<file path="config.mk">
export PLATFORM = sky130hd
export DESIGN_NAME = simmem_delay_bank_flat
export DESIGN_NICKNAME = d
export VERILOG_FILES = /design/src/rtl/simmem_pkg.sv /design/src/rtl/simmem_delay_bank_if.sv /design/src/rtl/simmem_age_matrix.sv /design/src/rtl/simmem_delay_bank.sv /design/src/flat_wrapper.sv
export SDC_FILE = /design/constraint.sdc
export NUM_CORES = 2
export LEC_CHECK = 0
export CORE_MARGIN = 5
export CORE_UTILIZATION = 30
export CTS_CLUSTER_SIZE = 24
export DETAILED_ROUTE_END_ITERATION = 7
export PLACE_DENSITY = 0.55
export SYNTH_ARGS = -nofsm -noshare
export SYNTH_HDL_FRONTEND = slang
export SYNTH_HIERARCHICAL = 1
export SYNTH_SLANG_ARGS = --single-unit
</file>
<file path="constraint.sdc">
create_clock -name clk_i -period 5.8 [get_ports clk_i]
set_clock_uncertainty 0.2 [all_clocks]
set_input_delay 1.16 -clock clk_i [delete_from_list [all_inputs] [get_ports clk_i]]
set_output_delay 1.16 -clock clk_i [all_outputs]
set_load 0.03 [all_outputs]
</file>
<file path="src/rtl/simmem_pkg.sv">
// Shared types, default sizing and the free-slot search used by simmem_delay_bank.
package simmem_pkg;

  localparam int unsigned DefNumSlots   = 16;
  localparam int unsigned DefIdWidth    = 4;
  localparam int unsigned DefDelayWidth = 8;
  localparam int          MaxSlots      = 64;

  typedef logic [DefDelayWidth-1:0] delay_t;
  typedef logic [DefIdWidth-1:0]    id_t;

  // Lowest set bit of a free mask; callers only use the result when some bit is set.
  function automatic int lowest_free_idx(input logic [MaxSlots-1:0] free_vec);
    int idx;
    idx = 0;
    for (int i = MaxSlots - 1; i >= 0; i--) begin
      if (free_vec[i]) idx = i;
    end
    return idx;
  endfunction

endpackage

</file>
<file path="src/rtl/simmem_delay_bank_if.sv">
// Request/release handshake bundle between the AXI front end, the delay bank and the message banks.
interface simmem_delay_bank_if #(
  parameter int unsigned IDWidth    = simmem_pkg::DefIdWidth,
  parameter int unsigned DelayWidth = simmem_pkg::DefDelayWidth
);

  logic                  in_valid_i;
  logic                  in_ready_o;
  logic [IDWidth-1:0]    in_id_i;
  logic [DelayWidth-1:0] in_delay_i;
  logic                  release_valid_o;
  logic                  release_ready_i;
  logic [IDWidth-1:0]    release_id_o;

  modport master (
    output in_valid_i, in_id_i, in_delay_i, release_ready_i,
    input  in_ready_o, release_valid_o, release_id_o
  );

  modport slave (
    input  in_valid_i, in_id_i, in_delay_i, release_ready_i,
    output in_ready_o, release_valid_o, release_id_o
  );

endinterface

</file>
<file path="src/rtl/simmem_age_matrix.sv">
// Allocation-order matrix: older[i][j]=1 when slot i was allocated before slot j, plus oldest-of-mask select.
module simmem_age_matrix #(
  parameter int unsigned NumSlots = simmem_pkg::DefNumSlots
) (
  input  logic                               clk_i,
  input  logic                               rst_ni,
  input  logic [NumSlots-1:0]                alloc_oh,
  input  logic [NumSlots-1:0]                free_oh,
  input  logic [NumSlots-1:0]                valid_vec,
  input  logic [NumSlots-1:0]                select_mask,
  output logic [NumSlots-1:0][NumSlots-1:0]  older,
  output logic [NumSlots-1:0]                oldest_oh
);

  logic [NumSlots-1:0][NumSlots-1:0] older_q, older_d;

  // A new slot is younger than every currently valid slot; freeing clears its row and column.
  always_comb begin
    older_d = older_q;
    for (int i = 0; i < NumSlots; i++) begin
      for (int j = 0; j < NumSlots; j++) begin
        if (alloc_oh[i]) older_d[i][j] = 1'b0;
        if (alloc_oh[j] && valid_vec[i] && (i != j)) older_d[i][j] = 1'b1;
        if (free_oh[i] || free_oh[j]) older_d[i][j] = 1'b0;
      end
    end
  end

  always_ff @(posedge clk_i or negedge rst_ni) begin
    if (!rst_ni) older_q <= '0;
    else         older_q <= older_d;
  end

  always_comb begin
    oldest_oh = '0;
    for (int i = 0; i < NumSlots; i++) begin
      oldest_oh[i] = select_mask[i];
      for (int j = 0; j < NumSlots; j++) begin
        if (select_mask[j] && older_q[j][i]) oldest_oh[i] = 1'b0;
      end
    end
  end

  assign older = older_q;

endmodule

</file>
<file path="src/rtl/simmem_delay_bank.sv">
// Per-request delay slots with in-order per-ID release; oldest eligible slot is offered downstream.
// Optional occupancy statistics ports are enabled by SIMMEM_DELAY_BANK_STATS_EN.
module simmem_delay_bank
  import simmem_pkg::*;
#(
  parameter int unsigned NumSlots   = DefNumSlots,
  parameter int unsigned IDWidth    = DefIdWidth,
  parameter int unsigned DelayWidth = DefDelayWidth
) (
  input  logic                             clk_i,
  input  logic                             rst_ni,
  simmem_delay_bank_if.slave               bus
`ifdef SIMMEM_DELAY_BANK_STATS_EN
  ,
  output logic [$clog2(NumSlots+1)-1:0]    occupancy_o,
  output logic [$clog2(NumSlots+1)-1:0]    max_occupancy_o
`endif
);

  logic [NumSlots-1:0]               valid_q;
  logic [IDWidth-1:0]                id_q  [NumSlots];
  logic [DelayWidth-1:0]             cnt_q [NumSlots];
  logic [NumSlots-1:0][NumSlots-1:0] older;
  logic [NumSlots-1:0]               alloc_oh, free_oh, eligible, release_oh;
  logic [IDWidth-1:0]                release_id;
  logic                              in_accept, release_fire;
  int                                free_idx;

  assign bus.in_ready_o      = ~&valid_q;
  assign in_accept           = bus.in_valid_i && bus.in_ready_o;
  assign bus.release_valid_o = |eligible;
  assign release_fire        = bus.release_valid_o && bus.release_ready_i;
  assign free_oh             = release_oh & {NumSlots{release_fire}};
  assign bus.release_id_o    = release_id;

  always_comb begin
    free_idx = lowest_free_idx(MaxSlots'(~valid_q));
    alloc_oh = '0;
    for (int i = 0; i < NumSlots; i++) begin
      alloc_oh[i] = in_accept && (free_idx == i);
    end
  end

  // A slot is held back while an older valid slot carries the same ID.
  always_comb begin
    eligible = '0;
    for (int i = 0; i < NumSlots; i++) begin
      eligible[i] = valid_q[i] && (cnt_q[i] == '0);
      for (int j = 0; j < NumSlots; j++) begin
        if (valid_q[j] && older[j][i] && (id_q[j] == id_q[i])) eligible[i] = 1'b0;
      end
    end
  end

  always_comb begin
    release_id = '0;
    for (int i = 0; i < NumSlots; i++) begin
      if (release_oh[i]) release_id = release_id | id_q[i];
    end
  end

  simmem_age_matrix #(.NumSlots(NumSlots)) u_age (
    .clk_i       (clk_i),
    .rst_ni      (rst_ni),
    .alloc_oh    (alloc_oh),
    .free_oh     (free_oh),
    .valid_vec   (valid_q),
    .select_mask (eligible),
    .older       (older),
    .oldest_oh   (release_oh)
  );

  always_ff @(posedge clk_i or negedge rst_ni) begin
    if (!rst_ni) begin
      valid_q <= '0;
      for (int i = 0; i < NumSlots; i++) begin
        id_q[i]  <= '0;
        cnt_q[i] <= '0;
      end
    end else begin
      for (int i = 0; i < NumSlots; i++) begin
        if (alloc_oh[i]) begin
          valid_q[i] <= 1'b1;
          id_q[i]    <= bus.in_id_i;
          cnt_q[i]   <= bus.in_delay_i;
        end else begin
          if (free_oh[i]) valid_q[i] <= 1'b0;
          if (valid_q[i] && (cnt_q[i] != '0)) cnt_q[i] <= cnt_q[i] - DelayWidth'(1);
        end
      end
    end
  end

`ifdef SIMMEM_DELAY_BANK_STATS_EN
  localparam int unsigned OccWidth = $clog2(NumSlots + 1);

  logic [OccWidth-1:0] occ_q, max_q, occ_d;

  assign occ_d = occ_q + OccWidth'(in_accept) - OccWidth'(release_fire);

  always_ff @(posedge clk_i or negedge rst_ni) begin
    if (!rst_ni) begin
      occ_q <= '0;
      max_q <= '0;
    end else begin
      occ_q <= occ_d;
      if (occ_d > max_q) max_q <= occ_d;
    end
  end

  assign occupancy_o     = occ_q;
  assign max_occupancy_o = max_q;
`endif

endmodule

</file>
<file path="src/flat_wrapper.sv">
// flat-port wrapper written by rule: the top's interface ports become plain ports
module simmem_delay_bank_flat import simmem_pkg::*;
#(
  parameter int unsigned NumSlots   = DefNumSlots,
  parameter int unsigned IDWidth    = DefIdWidth,
  parameter int unsigned DelayWidth = DefDelayWidth
)
  (clk_i, rst_ni, bus_in_valid_i, bus_in_id_i, bus_in_delay_i, bus_release_ready_i, bus_in_ready_o, bus_release_valid_o, bus_release_id_o);
  simmem_delay_bank_if #(.IDWidth(IDWidth), .DelayWidth(DelayWidth)) bus_i ();
  input  logic clk_i;
  input  logic rst_ni;
  input wire logic [$bits(bus_i.in_valid_i)-1:0] bus_in_valid_i;
  input wire logic [$bits(bus_i.in_id_i)-1:0] bus_in_id_i;
  input wire logic [$bits(bus_i.in_delay_i)-1:0] bus_in_delay_i;
  input wire logic [$bits(bus_i.release_ready_i)-1:0] bus_release_ready_i;
  output wire logic [$bits(bus_i.in_ready_o)-1:0] bus_in_ready_o;
  output wire logic [$bits(bus_i.release_valid_o)-1:0] bus_release_valid_o;
  output wire logic [$bits(bus_i.release_id_o)-1:0] bus_release_id_o;
  assign bus_i.in_valid_i = bus_in_valid_i;
  assign bus_i.in_id_i = bus_in_id_i;
  assign bus_i.in_delay_i = bus_in_delay_i;
  assign bus_i.release_ready_i = bus_release_ready_i;
  assign bus_in_ready_o = bus_i.in_ready_o;
  assign bus_release_valid_o = bus_i.release_valid_o;
  assign bus_release_id_o = bus_i.release_id_o;
  simmem_delay_bank #(.NumSlots(NumSlots), .IDWidth(IDWidth), .DelayWidth(DelayWidth)) u_core (.clk_i(clk_i), .rst_ni(rst_ni), .bus(bus_i));
endmodule
</file>
# Word-level counts from Yosys, hierarchy flattened
# Index checks and enable logic that the tools add are counted.
# W data, S select, Z words.
[word_totals] latch_bits=0 inputBits=16 out_inout_bits=6 memories=0 elab_cells=3230 romBits=0 register_bits=464 ramBits=0
[classes] eq_ne=255 shifts=0 bitwise=17 multipliers=0 n_lt_le_gt_ge=0 muxes=1168 addsub=16 reduce_logical=1470 div_mod_pow=0
[op_table] cell="$mux W32" n=63
[op_table] cell="$mux W1" n=1056
[op_table] cell="$logic_and A1 B1 Y1" n=1042
[op_table] cell="$eq A4 B4 Y1" n=240
[op_table] cell="$reduce_bool A3 Y1" n=240
[op_table] cell="$eq A32 B5 Y1 const B" n=8
[op_table] cell="$mux W8" n=32
[op_table] cell="$eq A32 B4 Y1 const B" n=4
[op_table] cell="$logic_not A8 Y1" n=16
[op_table] cell="$reduce_bool A8 Y1" n=16
[op_table] cell="$sub A8 B1 Y8 const B" n=16
[op_table] cell="$logic_or A1 B1 Y1" n=120
[op_table] cell="$eq A32 B3 Y1 const B" n=2
[op_table] cell="$mux W4" n=16
[op_table] cell="$not A16 Y64" n=1
[op_table] cell="$reduce_bool A2 Y1" n=32
[op_table] cell="$or A4 B4 Y4" n=15
[op_table] cell="$eq A32 B2 Y1 const B" n=1
[op_table] cell="$logic_not A32 Y1" n=1
[op_table] cell="$and A16 B16 Y16" n=1
[op_table] cell="$reduce_and A16 Y1" n=1
[op_table] cell="$reduce_or A16 Y1" n=1
[op_table] cell="$mux W6" n=1
[op_table] cell="$logic_not A1 Y1" n=1

# Longest topological paths before layout
[logic_depth] depth_word=70 ltp_mapped=17

# Cells and area by module
# Netlist, hierarchy kept.
[modules_own_cells] mod="simmem_delay_bank" instances=1 area_each_um2=18806.8 cells_per_inst=2357
[modules_own_cells] mod="simmem_age_matrix" instances=1 area_each_um2=11426.0 cells_per_inst=1105

# Worst setup path before layout
# OpenSTA, ideal clock, no wires.
[synth_path] path_type="register -> output" startpoint="register u_core/cnt_q[20] (netlist name)" endpoint="output port bus_release_id_o[2]" n_path_buf=2 setup_slack_ns=0.940 t_arrival_ns=3.500 path_stages_with_launch=13 cell_sequence="dfrtp_1 or4_4 or4b_4 or4_4 nor4_4 buf_6 buf_6 a22oi_1 nand2_1 nor4_2 a22o_1 a221oi_1 nand4_1"
[synth_rtl] item="start: declaration" line_no="simmem_delay_bank.sv:22" source="logic [DelayWidth-1:0] cnt_q [NumSlots];"
[synth_rtl] item="start signal: indexed assignment" line_no="simmem_delay_bank.sv:85" source="cnt_q[i] <= bus.in_delay_i;"
[synth_rtl] item="$logic_not A8 Y1 (*)" line_no="simmem_delay_bank.sv:48" source="eligible[i] = valid_q[i] && (cnt_q[i] == '0);"
[synth_rtl] item="$logic_and A1 B1 Y1 (*)" line_no="simmem_delay_bank.sv:48"
[synth_rtl] item="$mux W1 (*) (16 in a row)" line_no="simmem_delay_bank.sv:50" source="if (valid_q[j] && older[j][i] && (id_q[j] == id_q[i])) eligible[i] = 1'b0;"
[synth_rtl] item="via u_core.eligible[13]" line_no="simmem_delay_bank.sv:24" source="logic [NumSlots-1:0] alloc_oh, free_oh, eligible, release_oh;"
[synth_rtl] item="$logic_and A1 B1 Y1 (*)" line_no="simmem_age_matrix.sv:39" source="if (select_mask[j] && older_q[j][i]) oldest_oh[i] = 1'b0;"
[synth_rtl] item="$mux W1 (*) (3 in a row)" line_no="simmem_age_matrix.sv:39"
[synth_rtl] item="via u_core.release_oh[11]" line_no="simmem_delay_bank.sv:24"
[synth_rtl] item="$mux W4 (*)" line_no="simmem_delay_bank.sv:58" source="if (release_oh[i]) release_id = release_id | id_q[i];"
[synth_rtl] item="$or A4 B4 Y4" line_no="simmem_delay_bank.sv:58"
[synth_rtl] item="$mux W4 (*)" line_no="simmem_delay_bank.sv:58"
[synth_rtl] item="$or A4 B4 Y4" line_no="simmem_delay_bank.sv:58"
[synth_rtl] item="$mux W4 (*)" line_no="simmem_delay_bank.sv:58"
[synth_rtl] item="$or A4 B4 Y4" line_no="simmem_delay_bank.sv:58"
[synth_rtl] item="$mux W4 (*)" line_no="simmem_delay_bank.sv:58"
[synth_rtl] item="$or A4 B4 Y4" line_no="simmem_delay_bank.sv:58"
[synth_rtl] item="$mux W4 (*)" line_no="simmem_delay_bank.sv:58"
[synth_rtl] item="end: declaration" line_no="flat_wrapper.sv:18" source="output wire logic [$bits(bus_i.release_id_o)-1:0] bus_release_id_o;"
# The timed path passes the listed nets; every way through them passes the cells marked *.

# Worst setup path after layout
[layout_path] startpoint="register u_core/id_q[23] (netlist name)" endpoint="output port bus_release_id_o[3]"
[layout_rtl] item="start: declaration" line_no="simmem_delay_bank.sv:21" source="logic [IDWidth-1:0] id_q [NumSlots];"
[layout_rtl] item="start signal: indexed assignment" line_no="simmem_delay_bank.sv:84" source="id_q[i] <= bus.in_id_i;"
[layout_rtl] item="$eq A4 B4 Y1 (*)" line_no="simmem_delay_bank.sv:50"
[layout_rtl] item="$logic_and A1 B1 Y1 (*)" line_no="simmem_delay_bank.sv:50"
[layout_rtl] item="$mux W1 (*) (6 in a row)" line_no="simmem_delay_bank.sv:50"
[layout_rtl] item="via u_core.eligible[13]" line_no="simmem_delay_bank.sv:24"
[layout_rtl] item="$logic_and A1 B1 Y1 (*)" line_no="simmem_age_matrix.sv:39"
[layout_rtl] item="$mux W1 (*) (3 in a row)" line_no="simmem_age_matrix.sv:39"
[layout_rtl] item="via u_core.release_oh[1]" line_no="simmem_delay_bank.sv:24"
[layout_rtl] item="$mux W4 (*)" line_no="simmem_delay_bank.sv:58"
[layout_rtl] item="(+20 left out)"
[layout_rtl] item="$or A4 B4 Y4" line_no="simmem_delay_bank.sv:58"
[layout_rtl] item="$mux W4 (*)" line_no="simmem_delay_bank.sv:58"
[layout_rtl] item="$or A4 B4 Y4" line_no="simmem_delay_bank.sv:58"
[layout_rtl] item="$mux W4 (*)" line_no="simmem_delay_bank.sv:58"
[layout_rtl] item="$or A4 B4 Y4" line_no="simmem_delay_bank.sv:58"
[layout_rtl] item="$mux W4 (*)" line_no="simmem_delay_bank.sv:58"
[layout_rtl] item="$or A4 B4 Y4" line_no="simmem_delay_bank.sv:58"
[layout_rtl] item="$mux W4 (*)" line_no="simmem_delay_bank.sv:58"
# Marks and branches as above.

==> impl_metrics.yaml <==
timing:
  holdWs_ns: 0.318
  rsz0062_at_grt: "true"
  relSlewSlack_pct: 25.1
  worst_pin_slew_ns: 1.12
  finalCritPeriodShare_pct: 104
  setup_viol: 4
  drv_slew: 0
  hold_viol: 0
  fin_tns_setup_ns: -0.765
  post-route-min-period_ns: 6.01
  final.setup.worst_slack_ns: -0.213
  max_clock_freq_ghz: 0.166
hold_path:
  hold_path_class: "reg2reg"
logic_synthesis:
  async_flop_share_pct: 100
  synth_cell_types: 71
  yosysWarnings: 6
  ys_seq_area_share_pct: 37.1
  ys.flop_type: "dfrtp_1"
  ys_top_cells_by_area: "dfrtp_1 37%, xnor2_1 14%, a22oi_1 8.4%, nand2_1 6.1%, nor3_1 4.6%"
  yosysTopAreaCell: "dfrtp_1"
  synth_edf_count: 0
  synth_area_sq_um: 30200
  netlist_instances: 3462
  syn_avg_cell_area_sq_um: 8.73
  synth-seq-cells: 448
  synth_top_area_share_pct: 37.1
  yosysMostFrequentCell: "xnor2_1"
  synth_commonest_cells: "499 x xnor2_1, 493 x nand2_1, 448 x dfrtp_1"
placed_design:
  place_ws_ns: 0.230
  hpwlAfterDp_microns: 113000
  gp_congestion: 1.08
  dp_cells: 4803
  placed_area_sq_um: 34400
  port_buffers: 21
global_routing:
  grt_util_met2_pct: 40.6
  antenna_found_initial: 9
  track_usage_pct: 28.2
  grt_pass1_wl_microns: 219000
  met1_usage_pct: 37.5
  grtUsageMet3_pct: 6.89
  grt.busiest_layer: "met2"
  grt_max_degree: 115
  grt_pass1_vias: 28300
  grt-ovfl-total: 0
clock_network:
  clk-insertion-delay-late_ns: 0.64
  cts_root_buffer: "clkbuf_16"
  cts_max_path_buffers: 3
  cts_hold_buf: 0
  cts_sinks: 448
  cts_tree: "done"
  cts_max_level: 2
  cts_inserted_buffers: 51
  clkTransAtPathRegs_ns: 0.06
cells_and_area:
  nFillCells: 10100
  fin_util_pct: 36.9
  stdcell_area_sq_um: 36900
  syn2layout_area_growth_pct: 22.1
  finalNetCount: 3634
  layout-drive-gt1-share_pct: 19.2
  final_cells: 4934
detailed_routing:
  drc_errors: 0
  drt_wl_total_microns: 157000
  dr_total_vias: 29700
  ant_nets: 0
  drtIter0Drc: 4307
  route.detailed.wl_per_inst_microns: 31.8
  vias_per_cell: 6.02
  dr.pass1.iters: 6
floorplan:
  start_util_pct: 30.2
  rows: 116
  core_sq_um: 100000
  die_y_microns: 327
  die_area_sq_um: 107000
  die_x_microns: 327
  io-pin-count: 22
pwr:
  power_density_nw_per_um2: 210
  peakVddDrop_uv: 253
  leakagePower_nw: 14.8
  power.total_mw: 7.74
run_status:
  status: "finished with violations"
  violations: "negative setup slack"
job:
  cap_violations: 0
critical_path:
  cp-end-kind: "output pin"
  crit_path_max_fanout: 10
  path_class: "reg2out"
  cp-start-kind: "flip-flop"
  worstPathRequired_ns: 4.44
  arrival_ns: 4.65
-- critical path: stages (launching register included) --
cell      delay, ns
dfrtp_1        0.63
buf_12         0.21
xnor2_1        0.12
nand4_1        0.51
buf_4          0.38
nor2_1         0.20
nor4_4         0.08
buf_4          0.16
a22oi_1        0.28
nand2_2        0.16
nor4_4         0.58
a22o_1         0.27
a221oi_2       0.05
nand4_1        0.23
buf_12         0.16
-- logic make-up (layout without fill, tap and decap cells) --
group | count (synthesis) | after routing | synth area share, %
AND/OR/NAND/NOR | 1200 | 1200 | 19.3
AO/OA/AOI/OAI | 691 | 691 | 16.4
XOR/XNOR | 585 | 585 | 16.9
buffers and inverters | 464 | 615 | 7.46
flip-flops | 448 | 448 | 37.1
multiplexers | 41 | 41 | 1.53
adder cells (fa/ha/maj) | 32 | 32 | 1.32
other | 1 | 24 | 0.0124
-- path summary, 6_finish.rpt --
kind	from	to	slack, ns	cells past startpoint
setup / recovery	u_core/id_q[23]	bus_release_id_o[3]	-0.21	14
max in group asynchronous	rst_ni	u_core/cnt_q[48]	3.74	2
hold / removal	u_core/cnt_q[9]	u_core/cnt_q[9]	0.32	1
min in group asynchronous	rst_ni	u_core/u_age/older[233]	0.38	1
setup reg to reg	u_core/id_q[42]	u_core/u_age/older[240]	1.16	17
hold reg to reg	u_core/cnt_q[9]	u_core/cnt_q[9]	0.32	1
-- registers in the layout, indices dropped and copies added, names as in the netlist --
signal	count
u_core/valid_q	16
u_core/cnt_q	128
u_core/id_q	64
u_core/u_age/older	240
-- layout by cell type, fill, tap and decap left out, types with 8 or more instances in the layout --
master,Yosys,final
xnor2_1,499,499
nand2_1,493,491
dfrtp_1,448,413
a22oi_1,340,340
buf_4,18,310
nor3_1,278,277
nand4_1,117,117
nor2_1,105,100
buf_12,1,96
o22ai_1,95,94
xor2_1,86,86
o21ai_0,85,85
inv_1,75,75
nand3_1,55,53
clkbuf_16,0,52
a21oi_1,52,47
nor4_1,48,41
mux2_2,39,39
dfrtp_2,0,35
ha_1,32,32
or4_1,23,18
a22o_1,16,16
a221oi_2,0,16
nor4_4,1,16
inv_2,16,16
conb_1,1,16
clkdlybuf4s50_1,0,15
a21oi_4,10,15
clkbuf_8,0,12
a22oi_2,12,12
or3_1,11,11
o21ai_1,10,10
nor4_2,18,10
clkbuf_1,124,9
o2111ai_1,10,9
diode_2,0,8
and3_1,13,8
o221ai_1,8,8
-- what timing repair did --
item / 4_1_cts / 5_1_grt
resized for setup: 72 / 28
cloned: 2 / 0
pin swaps: 21 / 24
endpoints found under the setup margin: 4 / 4
buffers inserted: 17 / 14
-- layout make-up --
type | count | area, sq um | area share [%]
sequential | 448 | 11300 | 30.5
timing repair buffer | 429 | 4510 | 12.2
inverter | 91 | 342 | 0.926
multi-input combinational | 2565 | 17300 | 46.9
tap | 1298 | 1620 | 4.40
antenna | 8 | 20.0 | 0.0543
clock inverter | 22 | 342 | 0.926
clock buffer | 73 | 1500 | 4.07
-- routing by layer --
metal / vias to the layer above / part of all wire (%)
met4: 6 / 7.8
li1: 12500 / -
met1: 14800 / 40
met5: - / 0.026
met3: 489 / 11
met2: 1933 / 41
-- where the power goes --
group | leakage (nW) | internal [mW] | switching [mW] | total, mW
clock network | 0.893 | 2.12 | 1.45 | 3.57
logic | 8.19 | 0.330 | 0.481 | 0.811
registers | 5.70 | 3.22 | 0.133 | 3.35
total | 14.8 | 5.67 | 2.07 | 7.74
(Power assumes the default switching activity.)
